### config.mk
export PLATFORM = sky130hd
export DESIGN_NAME = hdr_exit_restart_detector
export DESIGN_NICKNAME = d
export VERILOG_FILES = /design/src/rtl/hdr_exit_restart_detector_pkg.sv /design/src/rtl/hdr_exit_restart_detector_sync_edge_det.sv /design/src/rtl/hdr_exit_restart_detector.sv
export SDC_FILE = /design/constraint.sdc
export NUM_CORES = 1
export LEC_CHECK = 0
export CORE_AREA = 2 2 39 41
export CTS_CLUSTER_DIAMETER = 120
export DETAILED_ROUTE_END_ITERATION = 12
export DIE_AREA = 0 0 41 43
export GPL_TIMING_DRIVEN = 0
export PLACE_DENSITY = 0.67
export SETUP_SLACK_MARGIN = 0.1
export SLEW_MARGIN = 20
export SYNTH_ARGS = -nofsm -noshare
export SYNTH_HDL_FRONTEND = slang
export SYNTH_SLANG_ARGS = --single-unit
### constraint.sdc
create_clock -name i_sys_clk -period 3.3 [get_ports i_sys_clk]
set_input_delay 0.99 -clock i_sys_clk [delete_from_list [all_inputs] [get_ports i_sys_clk]]
set_output_delay 0.99 -clock i_sys_clk [all_outputs]
set_load 0.01 [all_outputs]
### src/rtl/hdr_exit_restart_detector_pkg.sv
// Shared types and constants for the HDR Exit / HDR Restart detector.
//   hdr_det_state_e : detector FSM states (also exported on the debug port)
//   RESTART_FALLS   : SDA falls in one SCL-low window that form an HDR Restart
//   EXIT_FALLS      : SDA falls in one SCL-low window that form an HDR Exit
package hdr_exit_restart_detector_pkg;

  typedef enum logic [1:0] {
    IDLE      = 2'd0,
    COUNT     = 2'd1,
    WAIT_STOP = 2'd2
  } hdr_det_state_e;

  localparam int                CNT_W         = 3;
  localparam logic [CNT_W-1:0]  RESTART_FALLS = 3'd2;
  localparam logic [CNT_W-1:0]  EXIT_FALLS    = 3'd4;

endpackage

### src/rtl/hdr_exit_restart_detector_sync_edge_det.sv
// hdr_sync_edge_det: brings one asynchronous bus line into the i_sys_clk domain,
// optionally glitch-filters it, and produces single-cycle edge flags.
// Optional feature macro: HDR_DET_GLITCH_FILTER_EN (adds FILT_CYCLES stability filter).
// Ports:
//   i_sys_clk  in  system clock
//   i_sys_rst  in  asynchronous active-low reset (flops preset to 1 = idle bus)
//   line       in  raw pad signal
//   level      out synchronized (and filtered) line level
//   rise       out one-cycle flag, level went 0 -> 1
//   fall       out one-cycle flag, level went 1 -> 0
module hdr_sync_edge_det #(
  parameter int SYNC_STAGES = 2
`ifdef HDR_DET_GLITCH_FILTER_EN
  , parameter int FILT_CYCLES = 3
`endif
) (
  input  logic i_sys_clk,
  input  logic i_sys_rst,
  input  logic line,
  output logic level,
  output logic rise,
  output logic fall
);

  logic [SYNC_STAGES-1:0] sync_q;
  logic                   sync_out;
  logic                   prev_q;

  always_ff @(posedge i_sys_clk or negedge i_sys_rst) begin
    if (!i_sys_rst) sync_q <= '1;
    else            sync_q <= {sync_q[SYNC_STAGES-2:0], line};
  end

  assign sync_out = sync_q[SYNC_STAGES-1];

`ifdef HDR_DET_GLITCH_FILTER_EN
  // The filtered level only follows sync_out once sync_out has disagreed with it
  // for FILT_CYCLES consecutive cycles; any agreeing cycle restarts the count.
  localparam int FW = $clog2(FILT_CYCLES + 1);
  logic [FW-1:0] stab_q;
  logic          filt_q;

  always_ff @(posedge i_sys_clk or negedge i_sys_rst) begin
    if (!i_sys_rst) begin
      stab_q <= '0;
      filt_q <= 1'b1;
    end else if (sync_out == filt_q) begin
      stab_q <= '0;
    end else if (stab_q == FW'(FILT_CYCLES - 1)) begin
      filt_q <= sync_out;
      stab_q <= '0;
    end else begin
      stab_q <= stab_q + 1'b1;
    end
  end

  assign level = filt_q;
`else
  assign level = sync_out;
`endif

  always_ff @(posedge i_sys_clk or negedge i_sys_rst) begin
    if (!i_sys_rst) prev_q <= 1'b1;
    else            prev_q <= level;
  end

  assign rise = level & ~prev_q;
  assign fall = ~level & prev_q;

endmodule

### src/rtl/hdr_exit_restart_detector.sv
// hdr_exit_restart_detector: watches raw SCL/SDA during HDR-DDR and flags the
// HDR Restart (2 SDA falls in an SCL-low window, SDA high at SCL rise) and the
// HDR Exit (4 SDA falls in an SCL-low window). Never drives the bus.
// Optional feature macro: HDR_DET_GLITCH_FILTER_EN (line glitch filter, FILT_CYCLES).
// Ports:
//   i_sys_clk          in  system clock
//   i_sys_rst          in  asynchronous active-low reset
//   i_hdr_en           in  engine in HDR; low forces IDLE and clears the count
//   i_scl, i_sda       in  raw pad lines (asynchronous)
//   o_rstdet_RESTART   out one-cycle HDR Restart pulse
//   o_exitdet_EXIT     out one-cycle HDR Exit pulse
//   o_pattern_cnt      out SDA falls counted in the current SCL-low window (saturates at 4)
//   o_busy             out high in COUNT or WAIT_STOP
//   o_dbg_state        out current FSM state
module hdr_exit_restart_detector
  import hdr_exit_restart_detector_pkg::*;
#(
  parameter int SYNC_STAGES = 2
`ifdef HDR_DET_GLITCH_FILTER_EN
  , parameter int FILT_CYCLES = 3
`endif
) (
  input  logic                 i_sys_clk,
  input  logic                 i_sys_rst,
  input  logic                 i_hdr_en,
  input  logic                 i_scl,
  input  logic                 i_sda,
  output logic                 o_rstdet_RESTART,
  output logic                 o_exitdet_EXIT,
  output logic [CNT_W-1:0]     o_pattern_cnt,
  output logic                 o_busy,
  output hdr_det_state_e       o_dbg_state
);

  logic scl_s, scl_rise, scl_fall_unused;
  logic sda_s, sda_rise, sda_fall;

`ifdef HDR_DET_GLITCH_FILTER_EN
  hdr_sync_edge_det #(.SYNC_STAGES(SYNC_STAGES), .FILT_CYCLES(FILT_CYCLES)) u_scl (
`else
  hdr_sync_edge_det #(.SYNC_STAGES(SYNC_STAGES)) u_scl (
`endif
    .i_sys_clk (i_sys_clk),
    .i_sys_rst (i_sys_rst),
    .line      (i_scl),
    .level     (scl_s),
    .rise      (scl_rise),
    .fall      (scl_fall_unused)
  );

`ifdef HDR_DET_GLITCH_FILTER_EN
  hdr_sync_edge_det #(.SYNC_STAGES(SYNC_STAGES), .FILT_CYCLES(FILT_CYCLES)) u_sda (
`else
  hdr_sync_edge_det #(.SYNC_STAGES(SYNC_STAGES)) u_sda (
`endif
    .i_sys_clk (i_sys_clk),
    .i_sys_rst (i_sys_rst),
    .line      (i_sda),
    .level     (sda_s),
    .rise      (sda_rise),
    .fall      (sda_fall)
  );

  hdr_det_state_e   state_q, state_d;
  logic [CNT_W-1:0] cnt_q, cnt_d;
  logic             restart_q, restart_d;
  logic             exit_q, exit_d;

  always_ff @(posedge i_sys_clk or negedge i_sys_rst) begin
    if (!i_sys_rst) begin
      state_q   <= IDLE;
      cnt_q     <= '0;
      restart_q <= 1'b0;
      exit_q    <= 1'b0;
    end else begin
      state_q   <= state_d;
      cnt_q     <= cnt_d;
      restart_q <= restart_d;
      exit_q    <= exit_d;
    end
  end

  always_comb begin
    state_d   = state_q;
    cnt_d     = cnt_q;
    restart_d = 1'b0;
    exit_d    = 1'b0;
    if (!i_hdr_en) begin
      state_d = IDLE;
      cnt_d   = '0;
    end else begin
      case (state_q)
        IDLE: begin
          if (!scl_s) begin
            state_d = COUNT;
            cnt_d   = '0;
          end
        end
        COUNT: begin
          if (scl_rise && sda_fall) begin
            // SDA moving exactly as SCL rises is a protocol violation: drop it.
            state_d = IDLE;
            cnt_d   = '0;
          end else if (scl_rise) begin
            // End of the SCL-low window; only a 2-fall window with SDA high is a Restart.
            restart_d = (cnt_q == RESTART_FALLS) && sda_s;
            state_d   = IDLE;
            cnt_d     = '0;
          end else if (sda_fall) begin
            cnt_d = cnt_q + 1'b1;
            if (cnt_q == EXIT_FALLS - 1'b1) begin
              exit_d  = 1'b1;
              state_d = WAIT_STOP;
            end
          end
        end
        WAIT_STOP: begin
          // Count holds at EXIT_FALLS until the STOP that ends HDR.
          if (sda_rise && scl_s) begin
            state_d = IDLE;
            cnt_d   = '0;
          end
        end
        default: begin
          state_d = IDLE;
          cnt_d   = '0;
        end
      endcase
    end
  end

  assign o_rstdet_RESTART = restart_q;
  assign o_exitdet_EXIT   = exit_q;
  assign o_pattern_cnt    = cnt_q;
  assign o_busy           = (state_q != IDLE);
  assign o_dbg_state      = state_q;

endmodule

==> metrics.md <==
| Metric | Value |
|---|---|
| Maxcap violations | 0 |
| Place WS | 1.05 ns |
| Mapped Area | 533 µm² |
| H-tree depth | 1 |
| Initial core utilization | 38.5% |
| Number of buffers added on ports | 12 |
| DRC | 0 |
| Fillers | 133 |
| FF-to-FF End | o_pattern_cnt[0] |
| Top layer in use | met4 |
| Final core utilization | 50.6% |
| RePlAce Congestion | 0.665 |
| Share of the synthesized area in the top cell type | 32.9% |
| Number of global-route vias before repair | 306 |
| Synth area leaders | dfrtp_1 33%, dfstp_2 30%, ha_1 7.0%, o2bb2ai_1 3.3%, nor3_1 2.8% |
| Cell variety after synth | 21 |
| Arr. time, crit path | 1.50 ns |
| WL met1 | between 300 and 400 µm |
| Half-perimeter wire length after placement | 607 µm |
| GRT Total Usage | 11.5% |
| Largest net degree at the start of global routing | 14 |
| CTS Root Cell | clkbuf_4 |
| Final Cycle Share | 75.5% |
| Ys Warns | 0 |
| Hold Path End | u_sda.sync_q[1] |
| DR vias | 361 |
| Status | completed |
| Post-Synthesis Cells | 42 |
| Mapped Nets | 50 |
| Min-delay src | u_sda.sync_q[0] |
| Syn_area_per_cell | 12.7 µm² |
| Setup crit start kind | flip-flop |
| DR WL met3 | 54 µm |
| Antenna viol nets, final | 0 |
| Placed insts | 70 |
| CTS Sinks | 13 |
| Pwr Density | 419 mW/mm² |
| Seq/Total Area, Yosys | between 60% and 70% |
| DR pass1 iterations | 3 |
| CTS resizes | 0 |
| Final Hold Vio Count | 0 |
| Final min period | 2.49 ns |
| Antenna violations before repair | 0 |
| Highest-count cells in the layout ignoring fill and taps | 12 x clkdlybuf4s50_1, 7 x dfrtp_1, 6 x dfstp_2 |
| Setup Skew | between 0.0002 and 0.0003 ns |
| Dominant cell type by area after synthesis | dfrtp_1 |
| Setup tns final | 0 ns |
| Final global-route overflow total | 0 |
| TritonCTS clock tree | done |
| Clk_lat worst skew | 0.27 ns |
| Reg2reg path depth | 4 |
| Area of the multi-input gates | 193 µm² |
| Die Wd | 41 µm |
| Leakage power | 0.000314 µW |
| Die Y-Extent | 43 µm |
| Hold Crit Depth | 0 |
| Layout cell share with drive strength beyond 1 | 24.1% |
| Clock transition at the registers of the reported paths | 0.08 ns |
| First-pass GRT wire length | 1250 µm |
| Max_slew headroom | 62.2% |
| Final net count | 67 |
| Final Worst Setup Slack | just over 0.8 ns |
| Slew @ Worst Pin | 0.566 ns |
| Nature of the critical path endpoint | primary output |
| Fmax | 0.401 GHz |
| Hold Crit Class | flip-flop to flip-flop |
| # setup viols final | 0 |
| Worst setup path class | flip-flop to primary output |
| DR vias/cell | 4.88 |
| Reg area | 333 µm² |
| Ports | 13 |
| Worst r2r src | u_scl.sync_q[1] |
| Post-DP Area | 673 µm² |
| Post-route cell area | 701 µm² |
| CTS buffer count | 3 |
| RSZ-0062 raised after global routing | false |
| Die area | 0.00176 mm² |
| Longest Clk Path Bufs | 2 |
| Peak supply drop | 0.296 mV |
| Worst Path Max Fanout | 8 |
| Postcts setup bufs | 0 |
| Required @ worst endpoint | 2.31 ns |
| Area growth syn-to-layout | 31.5% |
| WL final | just over 800 µm |
| Starting DRC count in detailed routing | 6 |
| FF+latch count, synth | 13 |
| Post-CTS Hold Buffers | 0 |
| Core ar. | 0.00138 mm² |
| Met2 wire length | 371 µm |
| Core Rows | 14 |
| WL/cell | between 10 and 15 µm |
| Final max-slew violation count | 0 |
| Non-filler cells, final | 74 |
| Flop-to-flop setup slack | 1.93 ns |
| # diodes | 0 |
| Most common library cell in the layout ignoring fill and taps | clkdlybuf4s50_1 |
-- stage by stage --
stage	hold slack (ns)	total power [µW]
after floorplan	0.345	186
after global placement	0.346	201
after detailed placement	0.348	202
after CTS	0.360	300
after global routing	0.362	310
final	0.358	294
-- state kept, by name, indices dropped and copies added, names as in the netlist --
register and cells:
u_sda.prev_q 1, o_rstdet_RESTART 1, u_scl.sync_q 2, o_pattern_cnt 3
o_dbg_state 2, o_exitdet_EXIT 1, u_scl.prev_q 1, u_sda.sync_q 2
-- power breakdown --
part	internal (µW)	leakage, µW	switching [µW]	total [µW]
Clock	44.8	0.0000177	50.5	95.3
Sequential	168	0.000160	3.68	171
Combinational	15.0	0.000137	12.2	27.2
-- logic make-up after synthesis --
kind of cell             count (synthesis)  synth area share, %
AND/OR/NAND/NOR                         19                 21.4
flip-flops                              13                 62.4
buffers and inverters                    2                 1.41
adder cells (fa/ha/maj)                  3                 7.04
AO/OA/AOI/OAI                            5                 7.75
-- worst max path at each step --
stage | from | end | slack, ns | cells past startpoint
floorplan | o_dbg_state[1] | o_busy | 1.53 | 1
global placement | i_hdr_en | o_pattern_cnt[2] | 1.08 | 5
detailed placement | i_hdr_en | o_pattern_cnt[1] | 1.05 | 5
CTS | o_dbg_state[1] | o_busy | 0.78 | 2
global route | o_dbg_state[1] | o_busy | 0.74 | 2
finish | o_dbg_state[1] | o_busy | 0.81 | 2
-- critical path, cell delays in order (launching register included) --
cell and delay [ns]:
dfrtp_1 0.45, or2_2 0.31, clkdlybuf4s50_1 0.47
-- synth_stat cells --
cell type / number
inv_1: 2
o31ai_1: 1
ha_1: 3
nand2_1: 2
nor3_1: 3
and2b_2: 1
and4b_1: 1
and2b_1: 1
nand4_1: 1
nand3b_1: 1
a21o_1: 1
dfrtp_1: 7
nor2b_1: 1
or2_4: 1
dfstp_2: 6
or2_2: 1
o2bb2ai_1: 2
nand2b_1: 1
nor2_1: 4
nand4b_1: 1
a21o_2: 1
-- area by class of cell --
type	instances	share of cell area (%)
timing repair buffer	12	17.1
multi-input combinational	27	27.5
tap	16	2.86
sequential	13	47.5
inverter	2	1.07
clock inverter	1	0.714
clock buffer	3	3.21
-- per-layer routing --
metal	track usage (%)	up-vias
met5	0	-
met4	10.0	0
met3	4.71	2
met2	14.7	12
met1	14.1	170
li1	-	177
(Power assumes the default switching activity.)
